--- config.mk ---
export PLATFORM = sky130hd
export DESIGN_NAME = dac_spi_tx
export DESIGN_NICKNAME = d
export VERILOG_FILES = /design/src/rtl/dac_pkg.sv /design/src/rtl/spi_tick_gen.sv /design/src/rtl/dac_spi_tx.sv
export SDC_FILE = /design/constraint.sdc
export NUM_CORES = 1
export LEC_CHECK = 0
export BUFFER_PORTS_ARGS = -buffer_cell sky130_fd_sc_hd__buf_4
export CORE_MARGIN = 2
export CORE_UTILIZATION = 58
export DETAILED_ROUTE_END_ITERATION = 16
export GPL_TIMING_DRIVEN = 0
export PLACE_DENSITY = 0.85
export SKIP_LAST_GASP = 1
export SYNTH_ARGS = -nofsm -noshare
export SYNTH_HDL_FRONTEND = slang
export SYNTH_SLANG_ARGS = --single-unit
--- constraint.sdc ---
create_clock -name sysclk -period 2.8 [get_ports sysclk]
set_input_delay 0.84 -clock sysclk [delete_from_list [all_inputs] [get_ports sysclk]]
set_output_delay 0.84 -clock sysclk [all_outputs]
set_load 0.01 [all_outputs]
--- src/rtl/dac_pkg.sv ---
// Shared definitions for the MCP4911-class DAC transmitter: FSM encoding,
// command-word bit positions and the command framing helper.
package dac_pkg;

  typedef enum logic [1:0] {
    StIdle,
    StShift,
    StLatch
  } dac_state_e;

  localparam int unsigned CMD_WR     = 15;
  localparam int unsigned CMD_BUF    = 14;
  localparam int unsigned CMD_GA     = 13;
  localparam int unsigned CMD_SHDN   = 12;
  localparam int unsigned DATA_MSB   = 11;
  localparam int unsigned FRAME_BITS = 16;

  function automatic logic [FRAME_BITS-1:0] dac_cmd(input logic       buf_bit,
                                                    input logic       ga_bit,
                                                    input logic [9:0] code);
    logic [FRAME_BITS-1:0] w;
    w               = '0;
    w[CMD_WR]       = 1'b0;
    w[CMD_BUF]      = buf_bit;
    w[CMD_GA]       = ga_bit;
    w[CMD_SHDN]     = 1'b1;
    w[DATA_MSB -: 10] = code;
    return w;
  endfunction

endpackage

--- src/rtl/spi_tick_gen.sv ---
// Half-period tick generator: one-cycle tick every CLK_DIV cycles while enabled,
// restarting from a full count whenever the enable is low.
module spi_tick_gen #(
  parameter int unsigned CLK_DIV = 25
) (
  input  logic clk_i,
  input  logic rst_ni,
  input  logic en_i,
  output logic tick_o
);

  localparam int unsigned CntW = (CLK_DIV > 2) ? $clog2(CLK_DIV) : 1;
  localparam logic [CntW-1:0] Reload = CntW'(CLK_DIV - 1);

  logic [CntW-1:0] cnt_q, cnt_d;

  assign tick_o = en_i && (cnt_q == '0);

  always_comb begin
    cnt_d = cnt_q;
    if (!en_i || cnt_q == '0) begin
      cnt_d = Reload;
    end else begin
      cnt_d = cnt_q - 1'b1;
    end
  end

  always_ff @(posedge clk_i or negedge rst_ni) begin
    if (!rst_ni) begin
      cnt_q <= Reload;
    end else begin
      cnt_q <= cnt_d;
    end
  end

endmodule

--- src/rtl/dac_spi_tx.sv ---
// Frames each 10-bit sample into a 16-bit DAC write, shifts it out in SPI mode 0,0,
// pulses the latch, and holds one further sample pending while a frame is in flight.
module dac_spi_tx
  import dac_pkg::*;
#(
  parameter int unsigned CLK_DIV = 25,
  parameter bit          BUF_EN  = 1'b0,
  parameter bit          GAIN_1X = 1'b1
) (
  input  logic       sysclk,
  input  logic       rst_n,
  input  logic [9:0] data_in,
  input  logic       load,
  output logic       busy,
  output logic       done,
  output logic       overrun,
  output logic       dac_cs_n,
  output logic       dac_sck,
  output logic       dac_sdi,
  output logic       dac_ld_n
);

  dac_state_e            state_q, state_d;
  logic [FRAME_BITS-1:0] shreg_q, shreg_d;
  logic [3:0]            bit_cnt_q, bit_cnt_d;
  logic                  sck_q, sck_d, cs_n_q, cs_n_d, ld_n_q, ld_n_d, done_q, done_d;
  logic [9:0]            pend_q, pend_d;
  logic                  pend_vld_q, pend_vld_d, overrun_q, overrun_d;
  logic                  tick, load_busy, pend_any, last_fall;
  logic [9:0]            pend_data;

  spi_tick_gen #(
    .CLK_DIV(CLK_DIV)
  ) u_tick (
    .clk_i (sysclk),
    .rst_ni(rst_n),
    .en_i  (state_q != StIdle),
    .tick_o(tick)
  );

  // A load during busy lands in pending; at LATCH end that includes a same-cycle load.
  assign load_busy = load && (state_q != StIdle);
  assign pend_any  = load_busy || pend_vld_q;
  assign pend_data = load_busy ? data_in : pend_q;
  assign last_fall = tick && sck_q && (bit_cnt_q == 4'(FRAME_BITS - 1));

  always_ff @(posedge sysclk or negedge rst_n) begin
    if (!rst_n) begin
      state_q <= StIdle;
    end else begin
      state_q <= state_d;
    end
  end

  always_comb begin
    state_d = state_q;
    unique case (state_q)
      StIdle:  if (load) state_d = StShift;
      StShift: if (last_fall) state_d = StLatch;
      StLatch: if (tick) state_d = pend_any ? StShift : StIdle;
      default: state_d = StIdle;
    endcase
  end

  always_comb begin
    shreg_d    = shreg_q;
    bit_cnt_d  = bit_cnt_q;
    sck_d      = sck_q;
    cs_n_d     = cs_n_q;
    ld_n_d     = ld_n_q;
    done_d     = 1'b0;
    pend_d     = pend_q;
    pend_vld_d = pend_vld_q;
    overrun_d  = overrun_q || (load_busy && pend_vld_q);
    if (load_busy) begin
      pend_d     = data_in;
      pend_vld_d = 1'b1;
    end
    unique case (state_q)
      StIdle: begin
        if (load) begin
          shreg_d   = dac_cmd(BUF_EN, GAIN_1X, data_in);
          bit_cnt_d = '0;
          cs_n_d    = 1'b0;
        end
      end
      StShift: begin
        if (tick && !sck_q) begin
          sck_d = 1'b1;
        end else if (tick) begin
          sck_d = 1'b0;
          if (last_fall) begin
            shreg_d = '0;
            cs_n_d  = 1'b1;
            ld_n_d  = 1'b0;
          end else begin
            shreg_d   = shreg_q << 1;
            bit_cnt_d = bit_cnt_q + 1'b1;
          end
        end
      end
      StLatch: begin
        if (tick) begin
          ld_n_d = 1'b1;
          done_d = 1'b1;
          if (pend_any) begin
            shreg_d    = dac_cmd(BUF_EN, GAIN_1X, pend_data);
            bit_cnt_d  = '0;
            cs_n_d     = 1'b0;
            pend_vld_d = 1'b0;
          end
        end
      end
      default: ;
    endcase
  end

  always_ff @(posedge sysclk or negedge rst_n) begin
    if (!rst_n) begin
      shreg_q    <= '0;
      bit_cnt_q  <= '0;
      sck_q      <= 1'b0;
      cs_n_q     <= 1'b1;
      ld_n_q     <= 1'b1;
      done_q     <= 1'b0;
      pend_q     <= '0;
      pend_vld_q <= 1'b0;
      overrun_q  <= 1'b0;
    end else begin
      shreg_q    <= shreg_d;
      bit_cnt_q  <= bit_cnt_d;
      sck_q      <= sck_d;
      cs_n_q     <= cs_n_d;
      ld_n_q     <= ld_n_d;
      done_q     <= done_d;
      pend_q     <= pend_d;
      pend_vld_q <= pend_vld_d;
      overrun_q  <= overrun_d;
    end
  end

  assign busy     = (state_q != StIdle);
  assign done     = done_q;
  assign overrun  = overrun_q;
  assign dac_cs_n = cs_n_q;
  assign dac_sck  = sck_q;
  assign dac_sdi  = shreg_q[FRAME_BITS-1];
  assign dac_ld_n = ld_n_q;

endmodule

==> impl_metrics.yaml <==
outcome:
  status: "complete, no violations"
placed_design:
  dp.cells: 295
  place_hpwl_um: 3250
  io_buffers: 19
  gp_routability_congestion: 0.816
power_and_ir_drop:
  pwr-share-comb_pct: 43.7
  power_switching_share_pct: 40.0
  pwr-share-seq_pct: 40.4
  p_int_mw: 1.44
  p_switching_mw: 0.958
  leakagePower_nw: 1.07
  p_clk_share_pct: 15.9
  fin_total_pwr_mw: 2.39
  power_density_mw_per_mm2: 994
  ir_drop_v: 0.000526
floorplan:
  initial_core_util_pct: 59.0
  die-area_mm2: 0.00417
  core_mm2: 0.00361
  num_io_pins: 20
  dieHeight_um: 64.6
  die_w_um: 64.6
  rows: 22
final_layout:
  layoutNonFillerInstCount: 302
  area_growth_pct: 13.3
  antenna_cells: 0
  n_fill_cell: 280
  fin_util_pct: 66.8
  layout-drive-gt1-share_pct: 16.9
  fin_nets: 273
yosys:
  syn_avg_cell_area_um2: 9.33
  yosys.area_share.adder_pct: 4.12
  synth_top_family_by_area: "compound AO/OA/AOI/OAI gates"
  yosys.area.top_type: "dfrtp_1"
  ys_top_cells_by_count: "37 x dfrtp_1, 34 x nand2_1, 31 x a21oi_1"
  synth_most_common_cell: "dfrtp_1"
  synth-edff-count: 0
  synth-seq-cells: 41
  synth-xor-area-share_pct: 1.24
  synth_top_cells_by_area: "dfrtp_1 44%, a21oi_1 7.3%, nand2_1 6.0%"
  synthArstFlopShare_pct: 100
  muxShareOfSynthArea_pct: 0.529
  synthSimpleGateAreaFrac_pct: 17.1
  yosys.area.top_type_share_pct: 43.5
  synth_cell_types: 37
  yosys_warnings: 0
  synthesis.nets: 248
  synth_compound_area_share_pct: 21.8
  synth_ff_type: "dfrtp_1"
  netlist_instances: 228
  syn_area_mm2: 0.00213
  ys_seq_area_share_pct: 48.5
clock_network:
  cts_buffer_depth: 2
  cts_max_level: 2
  clkSlewWorstSetupHoldPaths_ns: 0.08
  cts_hold_buf: 0
  root_buffer: "clkbuf_8"
  cts_tree: "yes"
  clock_latency_ns: 0.30
  cts_buffers: 5
  cts_sinks: 41
routing:
  routedWlPerCell_um: 15.9
  dr.pass1.iters: 5
  ant_nets: 0
  drc_errors: 0
  viasPerCell: 5.98
  wl_um: 4790
  vias: 1805
  drtIter0Drc: 162
critical_path:
  crit_end: "busy"
  critical_path.startpoint: "state_q[1]"
  crit_fanout: 10
  rr_worst_depth: 8
  rr_startpoint: "state_q[1]"
  critical_path_class: "reg2out"
  critical_path.startpoint_type: "flop"
  cp-end-kind: "primary output"
  timing.rr.end: "shreg_q[11]"
  worstPathArrival_ns: 1.82
  ff2ff_setup_slack_ns: 0.36
  required_ns: 1.96
global_routing:
  gr-total-overflow: 0
  grt_start_max_net_pins: 42
  grt_antenna_before_repair: 0
  grt_pass1_vias: 1749
  track_usage_pct: 25.7
  grt_pass1_wl_um: 8160
timing:
  setup_violations: 0
  period_share_pct: 95.0
  fin_tns_setup_ns: 0
  slew_violations: 0
  rsz0062_at_grt: "no"
  fmax_ghz: 0.376
  period_minus_slack_ns: 2.66
  relSlewSlack_pct: 65.7
  skew_ns: 0.00452
  hold_viol: 0
  worst_slew_pin_slew_ns: 0.514
run:
  cap_violations: 0
worst_hold_path:
  min_path_type: "reg2reg"
  worstHoldStart: "u_tick.cnt_q[0]"
kinds of logic after synthesis:
logic type / Yosys count
adder cells (fa/ha/maj): 7
AND/OR/NAND/NOR: 73
AO/OA/AOI/OAI: 73
XOR/XNOR: 3
buffers and inverters: 30
multiplexers: 1
flip-flops: 41
worst min-delay path by stage:
stage                     cells after the start              end  slack [ns]
after CTS                                     1  u_tick.cnt_q[0]        0.46
after floorplan                               1  u_tick.cnt_q[0]        0.43
final                                         1  u_tick.cnt_q[0]        0.46
after global placement                        1          overrun        0.44
after detailed placement                      1  u_tick.cnt_q[0]        0.45
after global routing                          1  u_tick.cnt_q[0]        0.50
worst max-delay path: stages, from the launching register on:
cell and delay, ns:
dfrtp_1 0.43, inv_1 0.10, ha_1 0.39, clkbuf_2 0.31
inv_1 0.12, buf_4 0.16
flip-flops by register name (all words and copies together) (netlist names):
signal,count
bit_cnt_q,4
dac_cs_n,1
dac_ld_n,1
dac_sck,1
done,1
overrun,1
pend_q,10
pend_vld_q,1
shreg_q,14
state_q,2
u_tick.cnt_q,5
per-stage QoR:
| stage | area, um2 | hold slack [ns] | setup WS (ns) |
|---|---|---|---|
| final | 2410 | 0.465 | 0.140 |
| after global routing | 2410 | 0.498 | 0.0531 |
| after CTS | 2410 | 0.458 | 0.0329 |
| after detailed placement | 2330 | 0.448 | 0.150 |
| after global placement | 2330 | 0.440 | 0.206 |
| after floorplan | 2130 | 0.426 | 0.660 |
what timing repair did:
| action | in CTS | in global routing |
|---|---|---|
| setup endpoints to repair | 1 | 1 |
| setup buffers | 0 | 0 |
| resized for setup | 1 | 0 |
| hold endpoints to repair | 0 | 0 |
power groups by stage:
stage / clock, mW / combinational [mW] / sequential [mW]
finish: 0.381 / 1.05 / 0.968
detailed placement: 0 / 1.03 / 0.970
global placement: 0 / 0.992 / 0.962
global route: 0.414 / 1.17 / 0.992
CTS: 0.383 / 1.04 / 0.962
floorplan: 0 / 0.779 / 0.939
placed cells by master (no fill, tap or decap), types with 2 or more instances in the layout:
cell type  count
o211ai_1       2
nand2_1       34
buf_6          2
nand4_1        4
clkbuf_8       5
ha_1           7
dfrtp_1       37
nand3_1        2
o21ai_0       17
nor3_1         4
dfstp_2        4
nand3b_1       8
and2_1         2
xnor2_1        3
a31oi_1        7
inv_1         13
clkinv_2       2
nor2_1         8
clkbuf_1       9
and3_1         2
nor2b_1        4
a21oi_1       31
a222oi_1       8
buf_4         23
routing by layer:
layer | track usage, % | vias up | wire length [um] | part of all wire [%]
met3 | 6.60 | 6 | 251 | 5.2
met2 | 41.9 | 53 | 2380 | 50
met5 | 0 | - | 0 | 0
met4 | 10.6 | 0 | 59 | 1.2
met1 | 32.8 | 884 | 2100 | 44
li1 | - | 862 | - | -
layout make-up:
| type | count | area, um2 | area share [%] |
|---|---|---|---|
| flip-flops and latches | 41 | 1030 | 42.8 |
| multi-input cells | 157 | 952 | 39.5 |
| repair buffers | 19 | 143 | 5.92 |
| plain buffers | 16 | 92.6 | 3.84 |
| clock buffers | 6 | 72.6 | 3.01 |
| well taps | 48 | 60.1 | 2.49 |
| inverters | 13 | 48.8 | 2.02 |
| clock inverters | 2 | 10.0 | 0.415 |
(Power assumes the default switching activity.)
